File: src/rtl/cardinal_link_port.sv
// Router-side endpoint of one NIC link.
// Two virtual channels share the link in alternating cycles. On each cycle the
// link side serves VC ~net_polarity and the core side serves VC net_polarity.
// Each VC has a single-entry buffer in each direction. Because the two sides
// always serve different VCs, no buffer entry is ever written and drained in
// the same cycle.
module cardinal_link_port #(
  parameter int DW = 64
) (
  input  logic          clk,
  input  logic          reset,
  output logic          net_polarity,
  input  logic          net_so,
  input  logic [DW-1:0] net_do,
  output logic          net_ro,
  output logic          net_si,
  output logic [DW-1:0] net_dl,
  input  logic          net_ri,
  output logic          rtr_out_valid,
  output logic [DW-1:0] rtr_out_data,
  input  logic          rtr_out_ready,
  input  logic          rtr_in_valid,
  input  logic [DW-1:0] rtr_in_data,
  output logic          rtr_in_ready,
  output logic          err_vc,
  output logic [15:0]   rx_count,
  output logic [15:0]   tx_count
);

  logic          pol_q, pol_d;
  logic [1:0]    in_full_q, in_full_d;
  logic [1:0]    eg_full_q, eg_full_d;
  logic [DW-1:0] in_buf_q [2];
  logic [DW-1:0] in_buf_d [2];
  logic [DW-1:0] eg_buf_q [2];
  logic [DW-1:0] eg_buf_d [2];
  logic          err_vc_q, err_vc_d;
  logic [15:0]   rx_count_q, rx_count_d;
  logic [15:0]   tx_count_q, tx_count_d;

  logic          link_vc;
  logic          core_vc;
  logic          nic_offer;
  logic          nic_accept;
  logic          nic_bad_vc;
  logic          egress_write;
  logic          egress_drain;

  // Output decode and next-state computation for both directions.
  always_comb begin
    pol_d        = ~pol_q;
    in_full_d    = in_full_q;
    eg_full_d    = eg_full_q;
    in_buf_d     = in_buf_q;
    eg_buf_d     = eg_buf_q;
    err_vc_d     = err_vc_q;
    rx_count_d   = rx_count_q;
    tx_count_d   = tx_count_q;

    link_vc      = ~pol_q;
    core_vc      = pol_q;

    net_polarity = pol_q;
    net_ro       = ~in_full_q[link_vc];
    net_si       = eg_full_q[link_vc];
    net_dl       = eg_buf_q[link_vc];
    rtr_out_valid = in_full_q[core_vc];
    rtr_out_data  = in_buf_q[core_vc];
    rtr_in_ready  = ~eg_full_q[core_vc] & (rtr_in_data[DW-1] == core_vc);
    err_vc       = err_vc_q;
    rx_count     = rx_count_q;
    tx_count     = tx_count_q;

    nic_offer    = net_so & net_ro;
    nic_accept   = nic_offer & (net_do[DW-1] == link_vc);
    nic_bad_vc   = nic_offer & (net_do[DW-1] == core_vc);
    egress_write = rtr_in_valid & rtr_in_ready;
    egress_drain = net_si & net_ri;

    if (nic_accept) begin
      in_buf_d[link_vc]  = net_do;
      in_full_d[link_vc] = 1'b1;
      if (rx_count_q != 16'hFFFF) begin
        rx_count_d = rx_count_q + 16'd1;
      end
    end

    if (nic_bad_vc) begin
      err_vc_d = 1'b1;
    end

    if (rtr_out_valid && rtr_out_ready) begin
      in_full_d[core_vc] = 1'b0;
    end

    if (egress_write) begin
      eg_buf_d[core_vc]  = rtr_in_data;
      eg_full_d[core_vc] = 1'b1;
    end

    if (egress_drain) begin
      eg_full_d[link_vc] = 1'b0;
      if (tx_count_q != 16'hFFFF) begin
        tx_count_d = tx_count_q + 16'd1;
      end
    end
  end

  // Control state: polarity, full bits, error flag and counters, cleared by reset.
  always_ff @(posedge clk) begin
    if (!reset) begin
      pol_q      <= 1'b0;
      in_full_q  <= 2'b00;
      eg_full_q  <= 2'b00;
      err_vc_q   <= 1'b0;
      rx_count_q <= 16'd0;
      tx_count_q <= 16'd0;
    end else begin
      pol_q      <= pol_d;
      in_full_q  <= in_full_d;
      eg_full_q  <= eg_full_d;
      err_vc_q   <= err_vc_d;
      rx_count_q <= rx_count_d;
      tx_count_q <= tx_count_d;
    end
  end

  // Packet storage; contents are meaningless unless the matching full bit is set.
  always_ff @(posedge clk) begin
    in_buf_q <= in_buf_d;
    eg_buf_q <= eg_buf_d;
  end

endmodule

File: config.mk
export PLATFORM = sky130hd
export DESIGN_NAME = cardinal_link_port
export DESIGN_NICKNAME = d
export VERILOG_FILES = /design/src/rtl/cardinal_link_port.sv
export SDC_FILE = /design/constraint.sdc
export NUM_CORES = 1
export LEC_CHECK = 0
export CAP_MARGIN = 20
export CELL_PAD_IN_SITES_DETAIL_PLACEMENT = 0
export CELL_PAD_IN_SITES_GLOBAL_PLACEMENT = 2
export CORE_AREA = 2 2 213 163
export DETAILED_ROUTE_END_ITERATION = 10
export DIE_AREA = 0 0 215 165
export MAX_ROUTING_LAYER = met4
export PLACE_DENSITY = 0.81
export SLEW_MARGIN = 10
export SYNTH_ARGS = -nofsm -noshare
export SYNTH_HDL_FRONTEND = slang
export SYNTH_SLANG_ARGS = --single-unit
File: constraint.sdc
create_clock -name clk -period 13.1 [get_ports clk]
set_clock_uncertainty 0.15 [all_clocks]
set_input_delay 3.275 -clock clk [delete_from_list [all_inputs] [get_ports clk]]
set_output_delay 3.275 -clock clk [all_outputs]
set_load 0.1 [all_outputs]
# Yosys cells after proc, flatten, opt, wreduce, memory -nomap -nowiden
# Index checks and enable logic that the tools add are counted.
# word_totals
register_bits,294
latchBits,0
ramBits,0
romBits,0
in_bits,134
out_inout_bits,166
wordCells,77
n_memories,0
# classes
n_addsub,2
n_mul,0
div_mod_pow,0
n_lt_le_gt_ge,8
n_eq_ne,5
shift,0
mux,28
bitwise_logic,17
reduce_logical,7
# op_table
op,count
64-bit two-way mux,8
128-bit bitwise mux,2
64-bit demux with 1-bit select,2
16-bit by 1-bit adder with 16-bit output (second input constant),2
16-bit inequality test (second input constant),2
1-bit two-way mux,10
2-bit two-way mux,4
1-bit bitwise AND,6
1-bit logical AND,5
2-bit bitwise AND,2
2-bit greater-or-equal comparator (second input constant),2
1-bit by 2-bit < comparator with 1-bit output (second input constant),2
2-bit by 1-bit < comparator with 1-bit output (second input constant),2
1-bit NOT with 2-bit output,2
2-bit NOT,2
2-bit OR,2
2-bit AND reduction,2
1-bit == test,3
1-bit NOT,3
1-bit demux with 1-bit select,2
1-bit greater-or-equal comparator (second input constant),2

# Depth between registers and ports, before layout
# depth
depth_word,9
depth_mapped,7
depth_no_buf,5

# Least setup slack after synthesis
# Ideal clock, no wire load.
# synth_path
path_type,input to register
from,in rtr_in_data[63]
to,reg eg_buf_q[100] (netlist bit) (enable)
setup_ns,0.673
t_arrival_ns,10.062
required_ns,12.277
setup_slack_ns,2.215
cell_stages,1
path_buffers,0
path_cell_list,nor4b_1
# synth_between
elab_chain_len,3
# synth_rtl
element,line,rtl
from (decl),23,"input logic [DW-1:0] rtr_in_data,"
1-bit == test,69,rtr_in_ready = ~eg_full_q[core_vc] & (rtr_in_data[DW-1] == core_vc);
1-bit bitwise AND,69,
1-bit bitwise AND,77,egress_write = rtr_in_valid & rtr_in_ready;
to (signal assigned),131,eg_buf_q <= eg_buf_d;
to (decl),35,logic [DW-1:0] eg_buf_q [2];
# Every way passes these cells.
# A chain may end at the register's enable or synchronous reset.

# Final worst setup path
# layout_path
from,in rtr_in_data[63]
to,out rtr_in_ready
# layout_between
elab_chain_len,2
# layout_rtl
element,line,rtl
1-bit == test,69,
1-bit bitwise AND,69,
to (decl),24,"output logic rtr_in_ready,"
# Every way passes these cells.

==> results.yml <==
clock_network:
  clkTransAtPathRegs_ns: 0.06
  holdBufCountCts: 0
  cts_tree: "done"
  cts_buffer_depth: 3
  clk_latency_ns: 0.56
  clock_sinks: 294
  numCtsBuffers: 31
  cts.repair.resized: 0
  htree_levels: 1
  cts-root-buf: "clkbuf_16"
  postCtsSetupRepairBufs: 0
detailed_routing:
  drt_iter0_drc: 454
  wl_per_cell_um: 18.9
  dr_total_vias: 6645
  ant_nets: 0
  viasPerCell: 4.68
  drcViolationCount: 0
  drt-total-wl_um: 26800
  dr.pass1.iters: 4
final_layout:
  nets: 1082
  mostFrequentLayoutCells: "299 x clkdlybuf4s50_1, 256 x edfxtp_1, 130 x mux2_2, 37 x dfxtp_1, 31 x clkbuf_16"
  finalNonFillerCells: 1419
  drive_above_1_share_pct: 20.4
  insertedDiodeCount: 0
  syn2layout_area_growth_pct: 40.1
  layout_commonest_cell: "clkdlybuf4s50_1"
sta:
  maxSlewHeadroom_pct: 27.9
  worstMarginPinSlew_ns: 1.08
  fin_crit_sh_pct: 67.2
  finalHoldViolations: 0
  rsz0062_at_grt: "no"
  drv_slew: 0
  timing.fmax_mhz: 114
  fin_setup_tns_ns: 0
  period_needed_ns: 8.80
  finalSetupViolations: 0
setup_path:
  critPathRequiredTime_ns: 9.68
  critPathBufInv: 2
  crit_fanout: 5
  cp.arrival_ns: 5.38
  cp_common_cell: "clkdlybuf4s50_1"
  cp-end-kind: "output port"
  startpoint_type: "primary input"
  crit_path_cell_trace: "clkdlybuf4s50_1 -> nor2b_1 -> nand2_1 -> o31ai_1 -> clkdlybuf4s50_1"
  worstSetupPathType: "primary input to output port"
  reg2reg_from: "net_polarity"
  crit_family: "buffers and inverters"
  slowest_stage: "clkdlybuf4s50_1"
  crit_start: "rtr_in_data[63]"
  slowest_delay_ns: 1.18
power:
  power.density_mw_per_mm2: 144
  leakage_nw: 5.09
  peakVddDrop_mv: 0.0760
global_route:
  grt_start_max_net_pins: 66
  grt_pass1_vias: 6558
  antenna_found_initial: 0
  grt_pass1_wl_um: 40000
  overflow: 0
  grt_use_total_pct: 15.1
synthesis:
  synth_cell_types: 46
  syn-cell-area_mm2: 0.0112
  yosys_warnings: 0
  synth.net_count: 768
  synth_edf_count: 256
  synthFlopType: "edfxtp_1"
  syn_inst: 632
  async_flop_share_pct: 0
  syn_area_per_cell_um2: 17.7
  synth-seq-cells: 294
  ys_seq_area_share_pct: 75.5
placed_design:
  dp_hpwl_um: 17500
  place_inst: 1362
  numPortBuffers: 299
  place.gp.congestion: 0.792
min_path:
  min_from: "err_vc"
  holdCritPathClass: "register to register"
floorplanning:
  io_pins: 300
  coreArea_mm2: 0.0332
  die_h_um: 165
  die_w_um: 215
  initial_utilization_pct: 33.7
  rows: 58
  die_area_mm2: 0.0355
outcome:
  status: "completed"
job:
  drv_cap: 0
==> synthesized netlist by cell type (2+ instances only) <==
library cell  number  area (um2)
or3_1              7        43.8
inv_1              4        15.0
nand2_1           23        86.3
nand3_1           11        55.1
clkbuf_1          23        86.3
mux2_2           130        1460
and3_1             4        25.0
nor4b_1            3        26.3
a31oi_1            3        18.8
nand2b_1           9        56.3
a21oi_1           22         110
o21ai_0           10        50.1
o31ai_1           12        90.1
a211oi_1           4        30.0
or4_1             12        90.1
dfxtp_1           38         761
mux2i_1           11         110
nor2_1             5        18.8
and4_1             4        35.0
buf_6              2        22.5
nor4_1             5        31.3
nand4_1            9        56.3
edfxtp_1         256        7690
ha_1               2        25.0
inv_2              2        7.51
==> metal layers <==
metal,vias to the layer above,wire [um],GRT usage [%]
met2,196,12100,22.9
met5,-,0,-
met1,3269,12400,20.7
met4,0,509,3.51
li1,3142,-,-
met3,38,1790,3.54
==> final timing paths <==
kind | endpoint | slack, ns | depth (start not counted)
worst max-delay path | rtr_in_ready | 4.30 | 5
worst min-delay path | err_vc | 0.34 | 2
worst max register to register | in_buf_q[88] | 9.94 | 4
worst min register to register | err_vc | 0.34 | 2
==> state kept, by name (all words and copies together), names as in the netlist <==
signal        count
eg_buf_q        128
eg_full_q         2
err_vc            1
in_buf_q        128
in_full_q         2
net_polarity      1
rx_count         16
tx_count         16
==> stage by stage <==
stage               util, %  setup WS [ns]  cell area [um2]  hold slack, ns  power [W]
global placement       44.2           4.34            14700           0.307    0.00144
detailed placement     44.2           4.32            14700           0.327    0.00144
finish                 47.2           4.30            15700           0.341    0.00226
global route           47.2           4.21            15700           0.365    0.00234
CTS                    47.2           4.30            15700           0.341    0.00229
floorplan                 -           2.22            11200           0.323    0.00133
==> cell type report <==
class,count,area (um2)
fillers,2919,17500
repair buffers,307,3050
clock inverters,21,188
multi-input cells,305,2620
clock buffers,35,791
flip-flops and latches,294,8450
well taps,450,563
inverters,7,26.3
==> power by group <==
group / total, W / switching, W / internal (W)
sequential: 0.00106 / 0.00000901 / 0.00105
clock: 0.000838 / 0.000361 / 0.000477
combinational: 0.000362 / 0.000255 / 0.000107
total: 0.00226 / 0.000625 / 0.00163
==> worst register-to-register path, stage by stage (launching register included) <==
cell	delay, ns
dfxtp_4	0.65
buf_4	0.76
nand4bb_2	0.34
inv_2	0.13
buf_4	0.68
==> cells by family (layout without fill, tap and decap cells) <==
logic type,after synthesis,in the layout,share of synthesized area (%)
compound gates,59,59,3.29
xor+xnor,1,1,0.0782
fa+ha+maj,2,2,0.223
buf+inv,33,370,1.25
flops,294,294,75.5
mux,141,141,14.1
simple gates,102,102,5.64
(Power assumes the default switching activity.)
